===== config.mk =====
export PLATFORM = sky130hd
export DESIGN_NAME = crdt_grant_mgr_flat
export DESIGN_NICKNAME = d
export VERILOG_FILES = /design/src/rtl/crdt_grant_mgr_pkg.sv /design/src/rtl/crdt_grant_mgr_if.sv /design/src/rtl/crdt_grant_mgr_age_picker.sv /design/src/rtl/crdt_grant_mgr.sv /design/src/flat_wrapper.sv
export SDC_FILE = /design/constraint.sdc
export NUM_CORES = 1
export LEC_CHECK = 0
export ABC_AREA = 1
export BUFFER_PORTS_ARGS = -buffer_cell sky130_fd_sc_hd__buf_2
export CAP_MARGIN = 10
export CORE_ASPECT_RATIO = 1.25
export CORE_MARGIN = 3
export CORE_UTILIZATION = 57
export DETAILED_ROUTE_END_ITERATION = 16
export GPL_ROUTABILITY_DRIVEN = 0
export HOLD_SLACK_MARGIN = 0.1
export PLACE_DENSITY = 0.78
export SLEW_MARGIN = 0
export SYNTH_ARGS = -nofsm -noshare
export SYNTH_HDL_FRONTEND = slang
export SYNTH_SLANG_ARGS = --single-unit

===== constraint.sdc =====
create_clock -name clk -period 23.2 [get_ports clk]
set_input_delay 4.64 -clock clk [delete_from_list [all_inputs] [get_ports clk]]
set_output_delay 4.64 -clock clk [all_outputs]
set_load 0.01 [all_outputs]

===== src/rtl/crdt_grant_mgr_pkg.sv =====
// crdt_grant_mgr_pkg: shared mpc_types package (channel/credit types, age-offset helper)
package mpc_types;

    localparam int MAX_CH = 8;

    typedef logic [7:0]                crdt_cnt_t;
    typedef logic [$clog2(MAX_CH)-1:0] ch_id_t;

    // Distance of an LSQ index from the bottom pointer, modulo the queue size
    function automatic logic [15:0] age_off(input logic [15:0] idx, input logic [15:0] btm,
                                            input int unsigned size);
        return (idx - btm) & 16'(size - 1);
    endfunction

endpackage


===== src/rtl/crdt_grant_mgr_if.sv =====
// crdt_grant_mgr_if: LSQ-side allocation/dealloc/credit-return bus and grant/status outputs
interface crdt_grant_mgr_if #(
    parameter int NUM_CH   = 3,
    parameter int LSQ_SIZE = 16,
    parameter int CRDT_W   = 4,
    parameter int RTN_W    = 2
);
    logic                                     alloc_valid;
    logic [$clog2(LSQ_SIZE)-1:0]              alloc_ptr;
    logic [$clog2(NUM_CH)-1:0]                alloc_ch;
    logic                                     alloc_need_crdt;
    logic [$clog2(LSQ_SIZE)-1:0]              lsq_btm_ptr;
    logic [LSQ_SIZE-1:0]                      entry_dealloc;
    logic [NUM_CH*RTN_W-1:0]                  crdt_rtn;
    logic [LSQ_SIZE-1:0]                      entry_can_execute;
    logic [NUM_CH*CRDT_W-1:0]                 crdt_cnt;
    logic [NUM_CH*($clog2(LSQ_SIZE)+1)-1:0]   pend_cnt;
    logic                                     crdt_ovf;
    logic [NUM_CH*16-1:0]                     stall_cyc;

    modport master (
        output alloc_valid, alloc_ptr, alloc_ch, alloc_need_crdt, lsq_btm_ptr, entry_dealloc, crdt_rtn,
        input  entry_can_execute, crdt_cnt, pend_cnt, crdt_ovf, stall_cyc
    );

    modport slave (
        input  alloc_valid, alloc_ptr, alloc_ch, alloc_need_crdt, lsq_btm_ptr, entry_dealloc, crdt_rtn,
        output entry_can_execute, crdt_cnt, pend_cnt, crdt_ovf, stall_cyc
    );

endinterface


===== src/rtl/crdt_grant_mgr_age_picker.sv =====
// crdt_age_picker: combinational oldest-request selector relative to the LSQ bottom pointer
module crdt_age_picker
    import mpc_types::*;
#(
    parameter int LSQ_SIZE = 16
) (
    input  logic [LSQ_SIZE-1:0]         req_i,
    input  logic [$clog2(LSQ_SIZE)-1:0] btm_ptr_i,
    output logic [LSQ_SIZE-1:0]         pick_o,
    output logic                        vld_o
);
    logic [15:0]                 age;
    logic [15:0]                 best;
    logic [$clog2(LSQ_SIZE)-1:0] sel;

    // Linear scan keeping the requester with the smallest modulo age
    always_comb begin
        vld_o = 1'b0;
        age   = '0;
        best  = '0;
        sel   = '0;
        for (int i = 0; i < LSQ_SIZE; i++) begin
            age = age_off(16'(i), 16'(btm_ptr_i), LSQ_SIZE);
            if (req_i[i] && (!vld_o || age < best)) begin
                vld_o = 1'b1;
                best  = age;
                sel   = ($clog2(LSQ_SIZE))'(i);
            end
        end
        pick_o = vld_o ? (LSQ_SIZE'(1) << sel) : '0;
    end

endmodule


===== src/rtl/crdt_grant_mgr.sv =====
// crdt_grant_mgr: per-channel xbar credit manager granting LSQ entries (stall counters under CRDT_GRANT_MGR_PERF_EN)
module crdt_grant_mgr
    import mpc_types::*;
#(
    parameter int NUM_CH    = 3,
    parameter int LSQ_SIZE  = 16,
    parameter int CRDT_W    = 4,
    parameter int RTN_W     = 2,
    parameter int INIT_CRDT = 8
) (
    input logic              clk,
    input logic              rst,
    crdt_grant_mgr_if.slave  lsq_if
);
    localparam int CW = $clog2(NUM_CH);
    localparam int QW = $clog2(LSQ_SIZE) + 1;
    localparam logic [CRDT_W:0] MAXC = {1'b0, {CRDT_W{1'b1}}};

    logic [LSQ_SIZE-1:0] pend_q, pend_d, grant_q, grant_d;
    logic [CW-1:0]       ent_ch_q [LSQ_SIZE];
    logic [CW-1:0]       ent_ch_d [LSQ_SIZE];
    logic [CRDT_W-1:0]   cnt_q [NUM_CH];
    logic [CRDT_W-1:0]   cnt_d [NUM_CH];
    logic [QW-1:0]       pcnt_q [NUM_CH];
    logic [QW-1:0]       pcnt_d [NUM_CH];
    logic                ovf_q, ovf_d;
    logic [CRDT_W:0]     avail [NUM_CH];
    logic [LSQ_SIZE-1:0] req [NUM_CH];
    logic [LSQ_SIZE-1:0] pick [NUM_CH];
    logic [NUM_CH-1:0]   pick_vld, byp;
    logic                hit, take;
    logic [CRDT_W:0]     sum;

    // Per-channel pending request masks and credits available this cycle (returns usable immediately)
    always_comb begin
        for (int c = 0; c < NUM_CH; c++) begin
            avail[c] = {1'b0, cnt_q[c]} + (CRDT_W+1)'(lsq_if.crdt_rtn[c*RTN_W +: RTN_W]);
            for (int i = 0; i < LSQ_SIZE; i++)
                req[c][i] = pend_q[i] && (ent_ch_q[i] == CW'(c));
        end
    end

    for (genvar c = 0; c < NUM_CH; c++) begin : g_pick
        crdt_age_picker #(.LSQ_SIZE(LSQ_SIZE)) u_pick (
            .req_i     (req[c]),
            .btm_ptr_i (lsq_if.lsq_btm_ptr),
            .pick_o    (pick[c]),
            .vld_o     (pick_vld[c])
        );
    end

    // Bypass/pending grants, credit accounting and dealloc; alloc is applied last so it wins
    always_comb begin
        pend_d   = pend_q & ~lsq_if.entry_dealloc;
        grant_d  = grant_q & ~lsq_if.entry_dealloc;
        ent_ch_d = ent_ch_q;
        ovf_d    = ovf_q;
        byp      = '0;
        hit      = 1'b0;
        take     = 1'b0;
        sum      = '0;
        for (int c = 0; c < NUM_CH; c++) begin
            hit    = lsq_if.alloc_valid && lsq_if.alloc_need_crdt && (lsq_if.alloc_ch == CW'(c));
            byp[c] = hit && (pcnt_q[c] == '0) && (avail[c] != '0);
            // A pick whose entry is flushed this cycle is dropped; the flush accounts for its pcnt
            take   = pick_vld[c] && (avail[c] != '0) && !byp[c] && !(|(pick[c] & lsq_if.entry_dealloc));
            if (take) begin
                pend_d  = pend_d & ~pick[c];
                grant_d = grant_d | pick[c];
            end
            sum       = avail[c] - (CRDT_W+1)'(byp[c] | take);
            cnt_d[c]  = (sum > MAXC) ? '1 : sum[CRDT_W-1:0];
            ovf_d     = ovf_d | (sum > MAXC);
            pcnt_d[c] = pcnt_q[c] + QW'(hit && !byp[c]) - QW'(take)
                        - QW'($countones(req[c] & lsq_if.entry_dealloc));
        end
        if (lsq_if.alloc_valid) begin
            ent_ch_d[lsq_if.alloc_ptr] = lsq_if.alloc_ch;
            grant_d[lsq_if.alloc_ptr]  = !lsq_if.alloc_need_crdt || (|byp);
            pend_d[lsq_if.alloc_ptr]   = lsq_if.alloc_need_crdt && !(|byp);
        end
    end

    // State registers
    always_ff @(posedge clk) begin
        if (rst) begin
            pend_q  <= '0;
            grant_q <= '0;
            ovf_q   <= 1'b0;
            for (int i = 0; i < LSQ_SIZE; i++)
                ent_ch_q[i] <= '0;
            for (int c = 0; c < NUM_CH; c++) begin
                cnt_q[c]  <= CRDT_W'(INIT_CRDT);
                pcnt_q[c] <= '0;
            end
        end else begin
            pend_q   <= pend_d;
            grant_q  <= grant_d;
            ovf_q    <= ovf_d;
            ent_ch_q <= ent_ch_d;
            cnt_q    <= cnt_d;
            pcnt_q   <= pcnt_d;
        end
    end

    // Pack registered state onto the status outputs
    always_comb begin
        lsq_if.entry_can_execute = grant_q;
        lsq_if.crdt_ovf          = ovf_q;
        lsq_if.crdt_cnt          = '0;
        lsq_if.pend_cnt          = '0;
        for (int c = 0; c < NUM_CH; c++) begin
            lsq_if.crdt_cnt[c*CRDT_W +: CRDT_W] = cnt_q[c];
            lsq_if.pend_cnt[c*QW +: QW]         = pcnt_q[c];
        end
    end

`ifdef CRDT_GRANT_MGR_PERF_EN
    logic [15:0] stall_q [NUM_CH];
    logic [15:0] stall_d [NUM_CH];

    // Saturating count of cycles a channel has work pending but no credit
    always_comb begin
        lsq_if.stall_cyc = '0;
        for (int c = 0; c < NUM_CH; c++) begin
            stall_d[c] = (pcnt_q[c] != '0 && avail[c] == '0 && stall_q[c] != 16'hFFFF)
                         ? stall_q[c] + 16'd1 : stall_q[c];
            lsq_if.stall_cyc[c*16 +: 16] = stall_q[c];
        end
    end

    // Stall counter registers
    always_ff @(posedge clk) begin
        if (rst) begin
            for (int c = 0; c < NUM_CH; c++)
                stall_q[c] <= '0;
        end else begin
            stall_q <= stall_d;
        end
    end
`else
    assign lsq_if.stall_cyc = '0;
`endif

    ap_alloc_free: assert property (@(posedge clk) disable iff (rst)
        lsq_if.alloc_valid |-> (!(pend_q[lsq_if.alloc_ptr] || grant_q[lsq_if.alloc_ptr])
                                || lsq_if.entry_dealloc[lsq_if.alloc_ptr]));

endmodule


===== src/flat_wrapper.sv =====
// flat-port wrapper written by rule: the top's interface ports become plain ports
module crdt_grant_mgr_flat import mpc_types::*;
#(
    parameter int NUM_CH    = 3,
    parameter int LSQ_SIZE  = 16,
    parameter int CRDT_W    = 4,
    parameter int RTN_W     = 2,
    parameter int INIT_CRDT = 8
)
  (clk, rst, lsq_if_alloc_valid, lsq_if_alloc_ptr, lsq_if_alloc_ch, lsq_if_alloc_need_crdt, lsq_if_lsq_btm_ptr, lsq_if_entry_dealloc, lsq_if_crdt_rtn, lsq_if_entry_can_execute, lsq_if_crdt_cnt, lsq_if_pend_cnt, lsq_if_crdt_ovf, lsq_if_stall_cyc);
  crdt_grant_mgr_if #(.NUM_CH(NUM_CH), .LSQ_SIZE(LSQ_SIZE), .CRDT_W(CRDT_W), .RTN_W(RTN_W)) lsq_if_i ();
  input logic clk;
  input logic rst;
  input wire logic [$bits(lsq_if_i.alloc_valid)-1:0] lsq_if_alloc_valid;
  input wire logic [$bits(lsq_if_i.alloc_ptr)-1:0] lsq_if_alloc_ptr;
  input wire logic [$bits(lsq_if_i.alloc_ch)-1:0] lsq_if_alloc_ch;
  input wire logic [$bits(lsq_if_i.alloc_need_crdt)-1:0] lsq_if_alloc_need_crdt;
  input wire logic [$bits(lsq_if_i.lsq_btm_ptr)-1:0] lsq_if_lsq_btm_ptr;
  input wire logic [$bits(lsq_if_i.entry_dealloc)-1:0] lsq_if_entry_dealloc;
  input wire logic [$bits(lsq_if_i.crdt_rtn)-1:0] lsq_if_crdt_rtn;
  output wire logic [$bits(lsq_if_i.entry_can_execute)-1:0] lsq_if_entry_can_execute;
  output wire logic [$bits(lsq_if_i.crdt_cnt)-1:0] lsq_if_crdt_cnt;
  output wire logic [$bits(lsq_if_i.pend_cnt)-1:0] lsq_if_pend_cnt;
  output wire logic [$bits(lsq_if_i.crdt_ovf)-1:0] lsq_if_crdt_ovf;
  output wire logic [$bits(lsq_if_i.stall_cyc)-1:0] lsq_if_stall_cyc;
  assign lsq_if_i.alloc_valid = lsq_if_alloc_valid;
  assign lsq_if_i.alloc_ptr = lsq_if_alloc_ptr;
  assign lsq_if_i.alloc_ch = lsq_if_alloc_ch;
  assign lsq_if_i.alloc_need_crdt = lsq_if_alloc_need_crdt;
  assign lsq_if_i.lsq_btm_ptr = lsq_if_lsq_btm_ptr;
  assign lsq_if_i.entry_dealloc = lsq_if_entry_dealloc;
  assign lsq_if_i.crdt_rtn = lsq_if_crdt_rtn;
  assign lsq_if_entry_can_execute = lsq_if_i.entry_can_execute;
  assign lsq_if_crdt_cnt = lsq_if_i.crdt_cnt;
  assign lsq_if_pend_cnt = lsq_if_i.pend_cnt;
  assign lsq_if_crdt_ovf = lsq_if_i.crdt_ovf;
  assign lsq_if_stall_cyc = lsq_if_i.stall_cyc;
  crdt_grant_mgr #(.NUM_CH(NUM_CH), .LSQ_SIZE(LSQ_SIZE), .CRDT_W(CRDT_W), .RTN_W(RTN_W), .INIT_CRDT(INIT_CRDT)) u_core (.clk(clk), .rst(rst), .lsq_if(lsq_if_i));
endmodule

# Word-level counts from Yosys, hierarchy flattened
# Index checks and enable logic that the tools add are counted.
# W data, S select, Z words.
# totals
ram_bits	0
rom_bits	0
latchBits	0
wordCells	624
mem_count	0
ff_bits	92
# classes
order_cmp	52
muxes	159
bitwise	25
add_sub_neg	76
eq_ne	34
n_div	0
n_reduce_logical	247
n_shift	3
multipliers	0
# ops
operator	count
$lt A4 B16 Y1	39
$mux W16	35
$mux W4	48
$and A16 B16 Y16	11
$logic_and A1 B1 Y1	118
$add A5 B5 Y5	21
$not A16 Y16	4
$logic_not A1 Y1	53
$mux W1	52
$add A1 B1 Y2	24
$or A16 B16 Y16	3
$reduce_or A16 Y1	3
$shl A1 B4 Y16 const A	3
$logic_or A1 B1 Y1	46
$mux W3	12
$eq A2 B1 Y1 const B	17
$eq A2 B2 Y1 const B	17
$logic_not A2 Y1	17
$bwmux W16	2
$bwmux W32	1
$sub A4 B4 Y4 const A	8
$sub A5 B1 Y5	6
$lt A4 B4 Y1	6
$sub A3 B4 Y4 const A	4
19 further kinds	46

# Longest topological paths before layout
# logic_depth
depth_word	76
ltp_mapped	184
ltp_nobuf	176

# Modules after synthesis
# From an unflattened synthesis, not the netlist that was laid out.
# unflattened
cells_unflattened	2548
hier_area_um2	15611.2
# by_module_without_submodules
mod	cells_each	instances	area_each_um2
crdt_grant_mgr	1144	1	8006.4
crdt_age_picker	468	3	2534.9

# Worst setup path before layout
# Ideal clock, no wire load.
# synth_path
kind	in2reg
from	input port lsq_if_lsq_btm_ptr[0]
to	register u_core.pcnt_q, in the netlist u_core.lsq_if.pend_cnt[4]
stages	158
slack_ns	-0.577
t_arrival_ns	23.707
t_required_ns	23.130
cell_sequence	buf_6 > inv_1 > clkbuf_8 > clkbuf_8 > clkbuf_8 > clkbuf_8 > clkbuf_8 > ha_1 > xnor2_1 > nand2_1 > ha_1 > nand2_1 > inv_1 > nand2_1 > nand2_1 > nand2_2 > nand2_1 > o21ai_0 > [... 122 more ...] > o21ai_2 > nor2_4 > buf_6 > nand3_1 > inv_1 > fa_1 > fa_1 > fa_1 > fa_1 > inv_1 > fa_1 > ha_1 > inv_1 > fa_1 > xnor2_1 > xor2_1 > o21ai_0 > a21oi_1
# synth_between
elab_chain_len	70
elab_cells_between_ends	130
cone_classes	add/sub: 18; order compare: 15; shift: 1; mux: 46; bitwise: 1; reduce/logical: 49
# synth_lines
item	line_no	rtl
start: declaration	flat_wrapper.sv:18	input wire logic [$bits(lsq_if_i.lsq_btm_ptr)-1:0] lsq_if_lsq_btm_ptr;
$sub A1 B4 Y4	crdt_grant_mgr_pkg.sv:12	return (idx - btm) & 16'(size - 1);
$mux W4	crdt_grant_mgr_age_picker.sv:24	if (req_i[i] && (!vld_o || age < best)) begin
$lt A4 B4 Y1	crdt_grant_mgr_age_picker.sv:24	
$logic_or A1 B1 Y1	crdt_grant_mgr_age_picker.sv:24	
$logic_and A1 B1 Y1	crdt_grant_mgr_age_picker.sv:24	
$mux W4 or $mux W1 (tied branches)	crdt_grant_mgr_age_picker.sv:24	
$lt A4 B4 Y1 or $logic_not A1 Y1 (tied branches)	crdt_grant_mgr_age_picker.sv:24	
$logic_or A1 B1 Y1	crdt_grant_mgr_age_picker.sv:24	
[... 54 more ...]	n/a	
$shl A1 B4 Y16	crdt_grant_mgr_age_picker.sv:30	pick_o = vld_o ? (LSQ_SIZE'(1) << sel) : '0;
$mux W16	crdt_grant_mgr_age_picker.sv:30	
$and A16 B16 Y16	crdt_grant_mgr.sv:66	take = pick_vld[c] && (avail[c] != '0) && !byp[c] && !(|(pick[c] & lsq_if.entry_dealloc));
$reduce_or A16 Y1	crdt_grant_mgr.sv:66	
$logic_not A1 Y1	crdt_grant_mgr.sv:66	
$logic_and A1 B1 Y1 *	crdt_grant_mgr.sv:66	
$sub A5 B1 Y5 *	crdt_grant_mgr.sv:74	pcnt_d[c] = pcnt_q[c] + QW'(hit && !byp[c]) - QW'(take)
$sub A5 B5 Y5 *	crdt_grant_mgr.sv:75	- QW'($countones(req[c] & lsq_if.entry_dealloc));
end signal: assignment	crdt_grant_mgr.sv:102	pcnt_q <= pcnt_d;
end: declaration	crdt_grant_mgr.sv:24	logic [QW-1:0] pcnt_q [NUM_CH];
# Every way passes the cells marked *; elsewhere a longest branch is shown, timed or not.
# A chain may end at the register's enable or synchronous reset.

# Final worst setup path
# layout_path
from	input port lsq_if_lsq_btm_ptr[2]
to	register u_core.pcnt_q, in the netlist u_core.lsq_if.pend_cnt[4]
# The elaborated chain is that of the path after synthesis.

==> out/metrics.yaml <==
status: "finished with violations"
violations: "capacitance limit, slew limit, setup timing"
cts_sinks: 92
setup_ws_ns: -0.143
placementRows: 66
final_nets: 3093
min_period_ns: 23.34
endpoint_kind: "flip-flop"
grt_overflow: 0
synth_area_um2: 15400
crit_slowest_cell: "a21boi_0"
grt_pass1_vias: 16100
place_ws_ns: -1.49
place_hpwl_mm: 40.1
fin_util: 0.741
cts-hold-fix-buffers: 0
synth_cell_types: 46
avgSynthCellArea_um2: 6.22
synth-seq-area-share: 0.119
hold_viol_final: 0
max_stage_delay_ns: 0.84
dr.first_iter.drc_count: 1762
mostFrequentLayoutCell: "nand2_1"
power.net_switching_uw: 264
cts_root_buffer: "clkbuf_16"
p_sw_frac: 0.404
holdPathStages: 2
area_growth_pct: 26.3
rr_worst_depth: 154
routedWlPerCell_um: 17.5
die_y_um: 190
crit_path_frequent_cell: "nand2_2"
ant_nets: 0
clockBufferDepth: 2
p_per_area_nw_per_um2: 33.5
grt.total_usage: 0.335
grt_pass1_wl_mm: 79.2
p_total_uw: 653
cp-start-kind: "primary input"
min_from: "u_core.ent_ch_q[28]$_SDFFE_PP0P_"
n_antenna_cell: 0
slew_headroom: -0.0516
clock_power_share: 0.281
p_seq_frac: 0.280
layout_common_cells: "497 x nand2_1, 376 x inv_1, 295 x buf_4"
rr_startpoint: "u_core.ent_ch_q[30]$_SDFFE_PP0P_"
vias: 18100
synth_edf_count: 0
critPathKind: "in -> reg"
p_leak_uw: 0.0108
tightest_slew_ns: 1.57
drcViolationCount: 0
antenna_found_initial: 0
die_w_um: 153
routed_wl_mm: 55.5
rsz0062_at_grt: "yes"
io_buffers: 79
dieArea_um2: 29100
cts-buffers-inserted: 9
p_comb_frac: 0.439
holdWs_ns: 0.504
tritoncts: "yes"
first_pass_iters: 7
async_flop_share: 0
clock_skew_ns: 0.0117
cp_max_fo: 8
maxSlewViolCount: 6
htreeDepth: 3
start_util: 0.586
fin_crit_sh: 1.01
ys.flop_type: "dfxtp_1"
io_pins: 128
synth_warnings: 0
ir_drop_mv: 0.0675
crit_required_ns: 23.49
clk_latency_ns: 0.36
ff2ff_setup_slack_ns: 4.00
cap_violations: 1
core-area_um2: 26300
internal-power_uw: 389
drive_gt1_frac: 0.290
finalSetupViolCount: 2
hold_class: "reg -> reg"
fmax_mhz: 42.8
syn_inst: 2484
worstPathArrival_ns: 23.63
clk_pin_slew_worst_paths_ns: 0.07
vias_per_cell: 5.71
final.setup.tns_ns: -0.190
synth-seq-cells: 92
r2r-end: "u_core.lsq_if.pend_cnt[4]$_SDFF_PP0_"
grt_max_degree: 51
hold_end: "u_core.ent_ch_q[28]$_SDFFE_PP0P_"
[layout make-up]
type                            count  area [um2]
Inverter                          410        1560
Clock buffer                       10         239
Tap cell                          340         425
Multi-Input combinational cell   1929       12700
Fill cell                        2002        6830
Sequential cell                    92        1840
Timing Repair Buffer              377        2660
Clock inverter                      6         116
[critical path, delay by kind of cell]
kind | cells | cell delay [ns]
AO/OA/AOI/OAI | 21 | 2.68
buffers and inverters | 22 | 1.48
XOR/XNOR | 2 | 0.41
AND/OR/NAND/NOR | 91 | 7.43
adder cells (fa/ha/maj) | 22 | 7.01
[flip-flops by register name, summed over array words and instances (netlist names)]
register and cells:
u_core.lsq_if.entry_can_execute 16, u_core.ent_ch_q 32, u_core.lsq_if.pend_cnt 15, u_core.pend_q 16, u_core.lsq_if.crdt_ovf 1, u_core.lsq_if.crdt_cnt 12
[synth_stat cells, types with 2 or more instances]
master,count,area (um2)
o21ai_2,2,17.5
ha_1,193,2410
nand3_2,4,40.0
nor2_2,5,31.3
a21boi_0,4,30.0
dfxtp_1,92,1840
o21a_1,16,120
nor3_1,64,320
nor2_1,267,1000
o211ai_1,6,45.0
xor2_1,14,123
clkbuf_8,16,220
clkbuf_1,13,48.8
nor3_2,2,20.0
inv_1,396,1490
a22oi_1,4,30.0
buf_4,51,383
nand4_1,40,250
xnor2_1,12,105
inv_2,7,26.3
a21oi_2,5,43.8
nand3_1,145,726
nor2_4,7,78.8
nand2_1,595,2230
clkinv_1,6,22.5
nand4_2,9,113
nor4_1,33,206
a21oi_1,98,490
o21ai_0,187,936
nand2_2,75,469
o21ai_1,14,70.1
fa_1,45,901
buf_6,17,191
nand2_4,27,304
buf_2,2,10.0
[worst max path at each step]
stage | from | endpoint | slack [ns] | cells past startpoint
global route | lsq_if_lsq_btm_ptr[2] | u_core.lsq_if.pend_cnt[4]$_SDFF_PP0_ | -1.42 | 174
global placement | lsq_if_lsq_btm_ptr[1] | u_core.lsq_if.pend_cnt[14]$_SDFF_PP0_ | -0.88 | 157
detailed placement | lsq_if_lsq_btm_ptr[1] | u_core.lsq_if.pend_cnt[14]$_SDFF_PP0_ | -1.49 | 151
floorplan | lsq_if_lsq_btm_ptr[0] | u_core.lsq_if.pend_cnt[9]$_SDFF_PP0_ | 0.005 | 165
finish | lsq_if_lsq_btm_ptr[2] | u_core.lsq_if.pend_cnt[4]$_SDFF_PP0_ | -0.14 | 158
CTS | lsq_if_lsq_btm_ptr[2] | u_core.lsq_if.pend_cnt[9]$_SDFF_PP0_ | 0.002 | 160
[through the flow]
| step | std cells | area [um2] |
|---|---|---|
| 5_1_grt | 3164 | 19500 |
| 3_5_place_dp | 3090 | 17400 |
| 2_1_floorplan | 2531 | 15600 |
| 4_1_cts | 3108 | 17800 |
| 3_3_place_gp | 3090 | 17400 |
| 6_report | 3164 | 19500 |
[power by group through the flow]
stage | sequential, uW | combinational [uW] | clock [uW]
final | 183 | 287 | 183
after global routing | 184 | 318 | 187
after CTS | 182 | 249 | 182
after detailed placement | 186 | 246 | 0
after global placement | 185 | 236 | 0
after floorplan | 190 | 172 | 0
[repair_timing]
item                                    4_1_cts  5_1_grt
gates cloned                                  0        1
gates resized for setup                      73      353
setup buffers                                 2       55
endpoints found under the setup margin        8       12
pin swaps                                     2      205
[metal layers]
metal / share of wire / global-route usage / vias to the layer above
met5: 0 / 0 / -
met4: 0.098 / 0.254 / 0
met3: 0.083 / 0.0432 / 339
met2: 0.47 / 0.572 / 985
met1: 0.35 / 0.380 / 8167
li1: - / - / 8581
[logic make-up after synthesis]
logic type,Yosys count,share of synthesized area
AO/OA/AOI/OAI,339,0.117
flip-flops,92,0.119
adder cells (fa/ha/maj),238,0.215
AND/OR/NAND/NOR,1277,0.378
XOR/XNOR,26,0.0147
buffers and inverters,511,0.156
other,1,0.000243
Power figures use the tool's default switching activity.
